File: src/rtl/mux_arbiter16_pkg.sv
// Shared constants for the 16-way rotating-priority arbiter and its data mux.
package mux_arbiter16_pkg;

    localparam int NUM_REQ = 16;
    localparam int SEL_W   = 4;

    typedef enum logic [1:0] {
        ST_IDLE  = 2'd0,
        ST_GRANT = 2'd1,
        ST_GAP   = 2'd2
    } state_e;

    function automatic logic [NUM_REQ-1:0] onehot(input logic [SEL_W-1:0] idx);
        logic [NUM_REQ-1:0] v;
        v      = '0;
        v[idx] = 1'b1;
        return v;
    endfunction

endpackage

File: src/rtl/mux_arbiter16_mux16x1.sv
// Plain 16:1 single-bit multiplexer; the select comes straight from the arbiter's sel register.
module mux16x1
    import mux_arbiter16_pkg::*;
(
    input  logic [NUM_REQ-1:0] in,
    input  logic [SEL_W-1:0]   sel,
    output logic               out
);

    assign out = in[sel];

endmodule

File: src/rtl/mux_arbiter16.sv
// Rotating-priority 16-way arbiter with a hold-time limit and a guaranteed dead cycle
// between owners; the granted requester's data bit is forwarded to data_out.
module mux_arbiter16
    import mux_arbiter16_pkg::*;
#(
    parameter int HOLD_MAX = 16
) (
    input  logic               clk,
    input  logic               rst_n,
    input  logic [NUM_REQ-1:0] req,
    input  logic               done,
    input  logic [NUM_REQ-1:0] data_in,
    output logic [NUM_REQ-1:0] gnt,
    output logic               gnt_valid,
    output logic [SEL_W-1:0]   sel,
    output logic               data_out,
    output logic               timeout
);

    localparam logic [7:0] HOLD_LAST = 8'(HOLD_MAX - 1);

    state_e             state_q, state_d;
    logic [NUM_REQ-1:0] gnt_q, gnt_d;
    logic               gnt_valid_q, gnt_valid_d;
    logic [SEL_W-1:0]   sel_q, sel_d;
    logic [SEL_W-1:0]   ptr_q, ptr_d;
    logic [7:0]         hold_cnt_q, hold_cnt_d;
    logic               timeout_q, timeout_d;

    logic               win_found;
    logic [SEL_W-1:0]   win_idx;
    logic [SEL_W-1:0]   cand;
    logic               rel_normal;
    logic               at_limit;
    logic               mux_out;

    // First requester at or after ptr, wrapping modulo 16.
    always_comb begin
        win_found = 1'b0;
        win_idx   = ptr_q;
        cand      = ptr_q;
        for (int k = 0; k < NUM_REQ; k++) begin
            cand = ptr_q + SEL_W'(k);
            if (!win_found && req[cand]) begin
                win_found = 1'b1;
                win_idx   = cand;
            end
        end
    end

    assign rel_normal = done | ~req[sel_q];
    assign at_limit   = (hold_cnt_q == HOLD_LAST);

    always_comb begin
        state_d     = state_q;
        gnt_d       = gnt_q;
        gnt_valid_d = gnt_valid_q;
        sel_d       = sel_q;
        ptr_d       = ptr_q;
        hold_cnt_d  = hold_cnt_q;
        timeout_d   = 1'b0;
        case (state_q)
            ST_IDLE, ST_GAP: begin
                if (win_found) begin
                    state_d     = ST_GRANT;
                    gnt_d       = onehot(win_idx);
                    gnt_valid_d = 1'b1;
                    sel_d       = win_idx;
                    hold_cnt_d  = '0;
                end else begin
                    state_d     = ST_IDLE;
                    gnt_d       = '0;
                    gnt_valid_d = 1'b0;
                end
            end
            ST_GRANT: begin
                if (rel_normal || at_limit) begin
                    state_d     = ST_GAP;
                    gnt_d       = '0;
                    gnt_valid_d = 1'b0;
                    ptr_d       = sel_q + SEL_W'(1);
                    // A release that coincides with the limit is not a timeout.
                    timeout_d   = ~rel_normal;
                end else begin
                    hold_cnt_d  = hold_cnt_q + 8'd1;
                end
            end
            default: begin
                state_d     = ST_IDLE;
                gnt_d       = '0;
                gnt_valid_d = 1'b0;
            end
        endcase
    end

    always_ff @(posedge clk or negedge rst_n) begin
        if (!rst_n) begin
            state_q     <= ST_IDLE;
            gnt_q       <= '0;
            gnt_valid_q <= 1'b0;
            sel_q       <= '0;
            ptr_q       <= '0;
            hold_cnt_q  <= '0;
            timeout_q   <= 1'b0;
        end else begin
            state_q     <= state_d;
            gnt_q       <= gnt_d;
            gnt_valid_q <= gnt_valid_d;
            sel_q       <= sel_d;
            ptr_q       <= ptr_d;
            hold_cnt_q  <= hold_cnt_d;
            timeout_q   <= timeout_d;
        end
    end

    mux16x1 u_mux (
        .in  (data_in),
        .sel (sel_q),
        .out (mux_out)
    );

    assign data_out  = mux_out & gnt_valid_q;
    assign gnt       = gnt_q;
    assign gnt_valid = gnt_valid_q;
    assign sel       = sel_q;
    assign timeout   = timeout_q;

endmodule
File: config.mk
export PLATFORM = sky130hd
export DESIGN_NAME = mux_arbiter16
export DESIGN_NICKNAME = d
export VERILOG_FILES = /design/src/rtl/mux_arbiter16_pkg.sv /design/src/rtl/mux_arbiter16_mux16x1.sv /design/src/rtl/mux_arbiter16.sv
export SDC_FILE = /design/constraint.sdc
export NUM_CORES = 1
export LEC_CHECK = 0
export BUFFER_PORTS_ARGS = -buffer_cell sky130_fd_sc_hd__buf_2
export CORE_ASPECT_RATIO = 0.6
export CORE_MARGIN = 2
export CORE_UTILIZATION = 40
export CTS_CLUSTER_SIZE = 40
export DETAILED_ROUTE_END_ITERATION = 10
export PLACE_DENSITY_LB_ADDON = 0.08
export SLEW_MARGIN = 20
export SYNTH_ARGS = -nofsm -noshare
export SYNTH_HDL_FRONTEND = slang
export SYNTH_SLANG_ARGS = --single-unit
File: constraint.sdc
create_clock -name clk -period 9.7 [get_ports clk]
set_clock_uncertainty 0.2 [all_clocks]
set_input_delay 0.97 -clock clk [delete_from_list [all_inputs] [get_ports clk]]
set_output_delay 0.97 -clock clk [all_outputs]
set_load 0.05 [all_outputs]
==> reports/results.ini <==
[clock_tree]
ctsHoldBuffers=0
cts-root-buf=clkbuf_16
ctsResizeCount=0
cts.clk_slew.worst_paths_ps=50
cts_made_buffers=5
clkLatencyLatePin_ps=280
clock_path_buffers=2
cts.sinks=36
cts_tree=done
h-tree-depth=2
cts_setup_buffers=0

[timing]
drv_slew=0
finalCriticalPeriod_ps=5731
hold_viol=0
setup_tns_ps=0
tightest_slew_ps=917.5
grt_setup_unrepaired=no
fmax_mhz=174.5
slew_headroom_pct=38.39
timing.final.crit_share_pct=59.08
setup_violations=0

[grt]
antenna_found_initial=0
grtUsageTotal_pct=23.47
grt_overflow_total=0
grt_pass1_vias=3709
grt_max_degree=38
grt_pass1_wl_mm=21.66

[floorplanning]
dieArea_um2=11650
placementRows=29
ios=58
design.core.area_um2=10520
die_h_um=84.41
start_util_pct=40.96
die_w_um=138.0

[synth]
yosys_warnings=0
seq_area_frac_synth_pct=20.90
syn_inst=425
async_flop_share_pct=100.0
syn_area_per_cell_um2=10.14
yosys_register_bits=36
synth-edff-count=0
syn_area_um2=4310
ys.flop_type=dfrtp_1
syn_nets=469
synth_cell_type_count=77

[routing]
avgViaCountPerCell=6.461
route.vias.total=3954
routedWlPerCell_um=21.91
postRouteAntennaNets=0
firstDrtPassIters=7
drcViolationCount=0
routed_wl_mm=13.41
drt_iter0_markers=505

[placement]
gp_congestion=0.9483
dpl.hpwl_mm=10.29
io_buffers=57

[cells_and_area]
seq_area_um2=902.1
drive_above_1_share_pct=31.71
nets=517
areaGrowthSynthToFinish_pct=12.08
fillers=1034
multi_input_area_um2=3261
antennaDiodeCount=0

[worst_setup_path]
cp_max_fo=20
end_kind=flip-flop
worstPathRequired_ps=9710
startpoint_type=flip-flop
arrival_ps=5740
worstSetupPathType=flip-flop to flip-flop

[status]
outcome=completed

[job]
cap_violations=0

[worst_hold_path]
hold_path_class=flip-flop to flip-flop

==> cells by family (layout without fill, tap and decap cells) <==
| logic type | count (synthesis) | in the layout | share of synthesized area [%] |
|---|---|---|---|
| fa+ha+maj | 9 | 9 | 2.613 |
| flops | 36 | 36 | 20.90 |
| simple gates | 120 | 120 | 14.78 |
| compound gates | 114 | 114 | 20.12 |
| xor+xnor | 17 | 17 | 3.454 |
| buf+inv | 31 | 79 | 3.454 |
| mux | 98 | 98 | 34.69 |
==> flip-flops by register name, indices dropped and copies added, names as in the netlist <==
register    count
hold_cnt_q      8
state_q         2
gnt_valid       1
timeout         1
gnt            16
ptr_q           4
sel             4
==> placed cells by master, fill, tap and decap left out, types with 4 or more instances in the layout <==
cell and n:
and3_1 6, o21ai_0 18, buf_4 5, nor3_1 7, ha_1 9, buf_2 57
mux2i_1 29, xnor2_1 6, inv_1 8, a32o_1 8, nor2_1 22, nand4_1 7
xor2_1 11, o31ai_1 9, nand3_1 7, a211oi_1 4, nor2b_1 8, nand2_1 41
clkbuf_16 5, mux2_1 6, dfrtp_1 35, o221ai_1 4, o22ai_1 5, a21oi_1 22
mux4_2 37, mux2_2 22
==> worst paths after layout <==
kind,start,to,slack [ps],cells past startpoint
min reg2reg,gnt[4]$_DFFE_PN0P_,gnt[4]$_DFFE_PN0P_,270,2
min,gnt[4]$_DFFE_PN0P_,gnt[4]$_DFFE_PN0P_,270,2
max,ptr_q[1]$_DFFE_PN0P_,gnt[15]$_DFFE_PN0P_,3970,12
max reg2reg,ptr_q[1]$_DFFE_PN0P_,gnt[15]$_DFFE_PN0P_,3970,12
max in group asynchronous,rst_n,ptr_q[0]$_DFFE_PN0P_,8140,1
min in group asynchronous,rst_n,gnt[6]$_DFFE_PN0P_,570,1
==> per-stage QoR <==
| stage | setup slack, ps | hold WS (ps) | area, um2 | utilization, % | cells |
|---|---|---|---|---|---|
| finish | 3969 | 265.7 | 4831 | 45.91 | 612 |
| global route | 3597 | 297.3 | 4831 | 45.91 | 612 |
| CTS | 4047 | 272.9 | 4831 | 45.91 | 612 |
| detailed placement | 4078 | 261.1 | 4697 | 44.64 | 605 |
| global placement | 4171 | 258.8 | 4697 | 44.64 | 605 |
| floorplan | 4730 | 275.9 | 4310 | - | 425 |
==> synthesized netlist by cell type (all sizes together), types with 2 or more instances <==
cell type,number,share of area [%]
nand2,41,3.6
mux4,37,19
dfrtp,36,21
mux2i,32,7.7
mux2,29,7.7
a21oi,23,2.8
nor2,22,1.9
o21ai,22,2.6
buf,11,1.7
xor2,11,2.2
clkbuf,10,0.87
o31ai,10,1.9
ha,9,2.6
inv,9,0.78
nand3,9,1.3
a32o,8,1.9
nor2b,8,1.2
nor3,8,1.0
nand4,7,1.0
and3,6,0.87
xnor2,6,1.2
o221ai,5,1.4
o22ai,5,0.73
a211oi,4,0.70
nor4,4,0.93
a21boi,3,0.78
a21o,3,0.52
a311oi,3,0.75
a31oi,3,0.44
and2,3,0.44
o211ai,3,0.52
or3,3,0.44
a221oi,2,0.41
a32oi,2,0.41
nand2b,2,0.29
nand4b,2,0.55
o2111ai,2,0.55
o21a,2,0.35
o21bai,2,0.35
or4,2,0.44
==> metal layers <==
layer	part of all wire [%]	GRT usage, %	vias to the layer above
li1	-	-	1795
met1	49	37.67	1960
met2	39	31.19	188
met3	11	7.473	11
met4	0.55	2.505	0
met5	0	0	-
==> layout make-up <==
cell class                      count  share of cell area (%)
Clock buffer                        6                   2.668
Clock inverter                      1                  0.1036
Inverter                           10                  0.7770
Multi-Input combinational cell    358                   67.50
Sequential cell                    36                   18.67
Tap cell                          139                   3.600
Timing Repair Buffer               62                   6.682
==> critical path, stage by stage (launching register included) <==
cell      delay (ps)
dfrtp_1          320
buf_4            290
clkinv_1         480
ha_1             870
mux4_2           680
mux2i_1          360
mux2i_1          280
or3_1            560
nor3_2           290
a32oi_1          210
o31a_1           190
a311oi_2         650
a32o_1           280
Power is not shown: default switching activity piles up to over one toggle a cycle in this logic, so the estimate is an artifact.
